==> src/rtl/tt_um_param_counter.sv <==
// rtl/tt_um_param_counter.sv - WIDTH-bit prescaled up/down counter with wrap, one-shot and bounce modes
module tt_um_param_counter #(
    parameter int WIDTH   = 8,
    parameter int PRESC_W = 4
) (
    input  logic               clk,
    input  logic               rst_n,
    input  logic               ena,
    input  logic               cnt_en,
    input  logic               dir,
    input  logic [1:0]         mode,
    input  logic               load,
    input  logic [WIDTH-1:0]   load_val,
    input  logic [PRESC_W-1:0] div_sel,
    output logic [WIDTH-1:0]   count,
    output logic               tc,
    output logic               done,
    output logic               blink,
    output logic               oe
);

    localparam logic [1:0] MODE_WRAP    = 2'b00;
    localparam logic [1:0] MODE_ONESHOT = 2'b01;
    localparam logic [1:0] MODE_BOUNCE  = 2'b10;

    localparam logic [WIDTH-1:0] COUNT_MAX = '1;

    logic [WIDTH-1:0]   count_q, count_d;
    logic [PRESC_W-1:0] presc_q, presc_d;
    logic               done_q, done_d;
    logic               dir_q, dir_d;
    logic               tick;
    logic               eff_dir;
    logic               bounce_dir;
    logic [WIDTH-1:0]   count_up, count_dn;

    // Bounce uses the latched direction; other modes follow the live pin.
    assign eff_dir  = (mode == MODE_BOUNCE) ? dir_q : dir;
    assign tc       = eff_dir ? (count_q == COUNT_MAX) : (count_q == '0);
    assign count_up = count_q + WIDTH'(1);
    assign count_dn = count_q - WIDTH'(1);

    assign bounce_dir = tc ? ~dir_q : dir_q;

    always_comb begin
        count_d = count_q;
        presc_d = presc_q;
        done_d  = done_q;
        dir_d   = dir_q;
        tick    = 1'b0;
        if (ena) begin
            if (load) begin
                count_d = load_val;
                presc_d = '0;
                done_d  = 1'b0;
                dir_d   = dir;
            end else if (cnt_en) begin
                // Equality compare: a div_sel lowered below presc waits for the wrap.
                if (presc_q == div_sel) begin
                    presc_d = '0;
                    tick    = 1'b1;
                end else begin
                    presc_d = presc_q + PRESC_W'(1);
                end
            end
            if (tick) begin
                case (mode)
                    MODE_WRAP: begin
                        count_d = dir ? count_up : count_dn;
                    end
                    MODE_ONESHOT: begin
                        if (!done_q) begin
                            if (tc) begin
                                done_d = 1'b1;
                            end else begin
                                count_d = dir ? count_up : count_dn;
                            end
                        end
                    end
                    MODE_BOUNCE: begin
                        dir_d   = bounce_dir;
                        count_d = bounce_dir ? count_up : count_dn;
                    end
                    default: begin
                        count_d = count_q;
                    end
                endcase
            end
        end
    end

    always_ff @(posedge clk) begin
        if (!rst_n) begin
            count_q <= '0;
            presc_q <= '0;
            done_q  <= 1'b0;
            dir_q   <= 1'b1;
        end else begin
            count_q <= count_d;
            presc_q <= presc_d;
            done_q  <= done_d;
            dir_q   <= dir_d;
        end
    end

    assign count = count_q;
    assign done  = done_q;
    assign blink = count_q[WIDTH-1];
    assign oe    = ena & ~done_q;

endmodule

==> config.mk <==
export PLATFORM = sky130hd
export DESIGN_NAME = tt_um_param_counter
export DESIGN_NICKNAME = d
export VERILOG_FILES = /design/src/rtl/tt_um_param_counter.sv
export SDC_FILE = /design/constraint.sdc
export NUM_CORES = 1
export LEC_CHECK = 0
export ABC_AREA = 1
export CAP_MARGIN = 15
export CORE_UTILIZATION = 45
export CTS_CLUSTER_DIAMETER = 120
export DETAILED_ROUTE_END_ITERATION = 12
export GPL_TIMING_DRIVEN = 0
export PLACE_DENSITY = 0.69
export SYNTH_ARGS = -nofsm -noshare
export SYNTH_HDL_FRONTEND = slang
export SYNTH_SLANG_ARGS = --single-unit
==> constraint.sdc <==
create_clock -name clk -period 2.5 [get_ports clk]
set_input_delay 0.25 -clock clk [delete_from_list [all_inputs] [get_ports clk]]
set_output_delay 0.25 -clock clk [all_outputs]
set_load 0.02 [all_outputs]
==> results of run 1 <==
-- cell families after synthesis --
group / count (synthesis) / share of synthesized area
xor+xnor: 7 / 0.0318
simple gates: 186 / 0.486
fa+ha+maj: 7 / 0.0454
compound gates: 58 / 0.184
flops: 14 / 0.145
buf+inv: 42 / 0.108
-- per-stage QoR --
step | total power (W) | setup TNS [ns] | std cells | worst slack, ns | hold slack (ns)
floorplan | 0.000532 | 0 | 314 | 0.614 | 0.349
global placement | 0.000649 | -0.0297 | 394 | -0.0297 | 0.508
detailed placement | 0.000654 | -0.0486 | 394 | -0.0486 | 0.514
CTS | 0.000880 | 0 | 398 | 0.224 | 0.523
global route | 0.000937 | 0 | 398 | 0.0584 | 0.544
finish | 0.000887 | 0 | 398 | 0.232 | 0.518
-- sequential cells by signal, indices dropped and copies added, names as in the netlist --
register / flops
done: 1
dir_q: 1
count: 8
presc_q: 4
-- report_power, final --
group          internal [W]  switching (W)  total [W]
clock              0.000140      0.0000913   0.000231
sequential         0.000235      0.0000218   0.000257
combinational      0.000162       0.000238   0.000399
total              0.000536       0.000351   0.000887
-- worst max-delay path: stages --
cell and delay (ns):
clkdlybuf4s50_1 0.42, inv_1 0.09, ha_1 0.24, buf_6 0.18, nand2_2 0.07, o21ai_2 0.11
nand2_2 0.08, inv_2 0.07, nand2_4 0.07, nand2_1 0.10, dlygate4sd2_1 0.34
-- repair_timing --
item                                    in CTS  in global routing
endpoints found under the setup margin       1                  0
hold buffers                                 0                  0
gates resized for setup                      1                  0
-- per-layer routing --
| layer | share of wire | global-route usage | wire, µm |
|---|---|---|---|
| met1 | 0.47 | 0.399 | 2690 |
| met2 | 0.44 | 0.428 | 2540 |
| met5 | 0 | 0 | 0 |
| met3 | 0.075 | 0.0152 | 427 |
| met4 | 0.0089 | 0.0904 | 51 |
-- worst paths after layout --
| kind | start | to | slack (ns) | cells past startpoint |
|---|---|---|---|---|
| setup / recovery | mode[0] | tc | 0.23 | 11 |
| hold / removal | presc_q[1] | presc_q[1] | 0.52 | 2 |
| setup reg to reg | count[0] | count[7] | 0.37 | 12 |
| hold reg to reg | presc_q[1] | presc_q[1] | 0.52 | 2 |
-- cells in the final DEF (no fill, tap or decap), types with 5 or more instances in the layout --
| cell | n |
|---|---|
| inv_1 | 21 |
| o21a_1 | 7 |
| dfxtp_1 | 14 |
| nand2_1 | 87 |
| nor2_2 | 6 |
| clkdlybuf4s50_1 | 29 |
| a21oi_1 | 11 |
| nand3_1 | 42 |
| nor2_1 | 19 |
| inv_2 | 7 |
| nand2_2 | 8 |
| ha_1 | 7 |
| xor2_1 | 5 |
| o21ai_0 | 27 |
| a21oi_2 | 7 |
| buf_4 | 5 |
-- cell type report --
| class | instances | area (µm²) |
|---|---|---|
| buffer | 10 | 80.1 |
| sequential | 14 | 280 |
| clock buffer | 4 | 55.1 |
| tap | 50 | 62.6 |
| multi-input combinational | 258 | 1440 |
| fill | 426 | 1710 |
| inverter | 32 | 128 |
| timing repair buffer | 30 | 299 |
==> impl_metrics.toml, run 1 <==
[detailed_routing]
routed_via_density = 5.40
firstDrtPassIters = 6
drc = 0
final_antenna_net_count = 0
vias = 2151
wirelength_um = 5710
routedWlPerCell_um = 14.3
dr.first_iter.drc_count = 213

[yosys]
ys_seq_area_frac = 0.145
ys_seq_elements = 14
synth_nets = 341
syn_inst = 314
synth_area_leaders = "nand2_1, dfxtp_1, nand3_1"
synth.most_common_cell = "nand2_1"
synth_top_cell_area_share = 0.169
synth_common_cells = "nand2_1, nand3_1, o21ai_0, inv_1, nor2_1"
synthesis.area_um2 = 1930
synth_top_area_cell = "nand2_1"
synthArstFlopShare = 0
synth-edff-count = 0
avgSynthCellArea_um2 = 6.14
ys_warn_count = 0
synth_ff_type = "dfxtp_1"
ys_types = 36

[floorplan]
die-width_um = 67.5
core_um2 = 4060
rows = 23
ios = 32
start_util = 0.475
fp.dieArea_um2 = 4550
die_h_um = 67.5

[cells_and_area]
final_cell_area_um2 = 2350
drive_gt1_frac = 0.167
antenna_cells = 0
area_delta_synth_final_pct = 21.6
postLayoutCoreUtil = 0.578
fin_nets = 376

[timing]
hold_violations = 0
rsz0062_at_grt = "false"
setup_viol = 0
timing.fmax_ghz = 0.441
final.min_clock_period_ns = 2.27
slew_headroom = 0.675
slew_violations = 0
skew_ns = 0.00382
tightest_slew_ns = 0.482
post-route-period-util = 0.907

[critical_path]
endpoint_kind = "primary output"
critical_path_arrival_ns = 2.02
start_kind = "primary input"
worstPathRequired_ns = 2.25
critPathMaxFanout = 10
crit_type = "primary input to primary output"

[min_path]
hold_class = "flop to flop"

[clock_tree]
clock_sinks = 14
cts-htree-levels = 1
clk_latency_ns = 0.25
clk_path_buf_depth = 2
cts_tree = "built"
post_cts_buffers = 0
root_buffer = "clkbuf_8"
cts_buffers = 3
clk_pin_slew_ns = 0.06

[placement]
hpwl_um = 4500
place.gp.congestion = 0.934
io_buffers = 30
placed_area_um2 = 2290

[power]
power_density_nw_per_um2 = 378
leakage_nw = 1.06
max-vdd-ir-drop_v = 0.000388

[global_routing]
grt_pass1_wl_um = 9460
grt_usage = 0.276
grt_remaining_overflow = 0
grt_pass1_vias = 1990
grt_max_degree = 11
antenna_found_initial = 0

[outcome]
status = "finished clean"

[flow_run]
max_cap_violations = 0
(Power assumes the default switching activity.)
==> run 2, diff against run 1 <==
--- a/config.mk
+++ b/config.mk
@@ -7,6 +7,7 @@
 export LEC_CHECK = 0
 export ABC_AREA = 1
 export CAP_MARGIN = 15
+export CORE_ASPECT_RATIO = 1.75
 export CORE_UTILIZATION = 45
 export CTS_CLUSTER_DIAMETER = 120
 export DETAILED_ROUTE_END_ITERATION = 12
==> run 2 against run 1 <==
Against the previous run: worst hold slack got worse by 0.0066 ns; clock skew fell by 0.0028 ns; sequential power barely moved; critical path type is now flop to primary output; clock power fell by 6%; maximum frequency fell by 1.1%; largest power group unchanged; combinational power fell by 1%; global-route usage fell by 0.85 points; first-iteration DRC count fell by 81%; critical endpoint unchanged.
==> impl_metrics.toml, run 2 (same netlist as run 1, synthesis figures left out) <==
[detailed_routing]
vias = 2148
drc = 0
firstDrtPassIters = 6
wirelength_um = 5680
final_antenna_net_count = 0
routedWlPerCell_um = 14.3
dr.first_iter.drc_count = 41
routed_via_density = 5.41

[clock_tree]
post_cts_resized = 1
cts_tree = "built"
cts_buffers = 3
post_cts_buffers = 0
root_buffer = "clkbuf_8"
clock_sinks = 14
cts-htree-levels = 1
clk_path_buf_depth = 2
clk_latency_ns = 0.24
hold_buffers = 0
clk_pin_slew_ns = 0.06

[cells_and_area]
final_common_cell = "nand2_1"
drive_gt1_frac = 0.167
most-common-layout-cells = "nand2_1, nand3_1, clkdlybuf4s50_1, o21ai_0, inv_1"
area_delta_synth_final_pct = 21.5
antenna_cells = 0
final_cell_area_um2 = 2340
fin_nets = 376
largest_register_ffs = 8

[min_path]
hold_class = "flop to flop"

[global_routing]
grt_max_degree = 11
antenna_found_initial = 0
grt_usage = 0.267
grt_pass1_wl_um = 9200
grt_remaining_overflow = 0
grt_pass1_vias = 2037

[timing]
slew_headroom = 0.695
tightest_slew_ns = 0.452
hold_slack_ns = 0.512
setup_slack_ns = 0.206
final.min_clock_period_ns = 2.29
rsz0062_at_grt = "false"
timing.fmax_ghz = 0.436
setup_viol = 0
setup_tns_ns = 0
post-route-period-util = 0.918
slew_violations = 0
hold_violations = 0
skew_ns = 0.00105

[critical_path]
setup.worst_path.start = "count[0]"
start_kind = "flop"
critical_path_arrival_ns = 2.04
r2r-end = "count[6]"
endpoint_kind = "primary output"
crit_type = "flop to primary output"
rrSetupSlack_ns = 0.34
r2r_cells = 12
rr_startpoint = "count[0]"
worstPathRequired_ns = 2.25
endpoint = "tc"
critPathMaxFanout = 9

[placement]
place.gp.congestion = 0.958
placed_area_um2 = 2290
place_ws_ns = -0.0709
hpwl_um = 4680
io_buffers = 30

[power]
leakage_nw = 1.06
power_density_nw_per_um2 = 371
max-vdd-ir-drop_v = 0.000333
p_total_w = 0.000870

[floorplan]
die_h_um = 88.6
start_util = 0.469
fp.dieArea_um2 = 4560
core_um2 = 4110
ios = 32
die-width_um = 51.5
rows = 31

[outcome]
status = "finished clean"

[flow_run]
max_cap_violations = 0
==> run 2: area by class of cell <==
cell class | instances | area (µm²)
buffer | 10 | 80.1
multi-input combinational | 258 | 1440
tap | 49 | 61.3
inverter | 32 | 128
fill | 439 | 1770
sequential | 14 | 280
clock buffer | 4 | 55.1
timing repair buffer | 30 | 299
==> run 2: metal layers <==
metal / wire [µm] / track usage / up-vias
li1: - / - / 1098
met1: 2200 / 0.279 / 967
met2: 3080 / 0.509 / 65
met3: 187 / 0.0189 / 18
met4: 206 / 0.145 / 0
met5: 0 / 0 / -
==> run 2: worst max-delay path, stage by stage, from the launching register on <==
cell           delay (ns)
dfxtp_1              0.46
clkinv_1             0.32
ha_1                 0.32
inv_1                0.07
nor2_2               0.05
nand3_4              0.13
nand2_1              0.12
dlygate4sd2_1        0.33
==> run 2: power breakdown <==
part | switching [W] | internal (W) | leakage, nW
Sequential | 0.0000224 | 0.000235 | 0.115
Combinational | 0.000233 | 0.000161 | 0.921
Clock | 0.0000782 | 0.000139 | 0.0288
==> run 2: worst min path at each step <==
stage / end / from / cells past startpoint
floorplan: dir_q / rst_n / 1
global route: presc_q[3] / presc_q[3] / 2
global placement: presc_q[3] / presc_q[3] / 2
detailed placement: presc_q[3] / presc_q[3] / 2
finish: presc_q[3] / presc_q[3] / 2
CTS: presc_q[3] / presc_q[3] / 2
==> run 2: through the flow <==
stage,util,std cells
3_5_place_dp,0.557,393
4_1_cts,0.570,397
2_1_floorplan,-,314
3_3_place_gp,0.557,393
6_report,0.570,397
5_1_grt,0.570,397
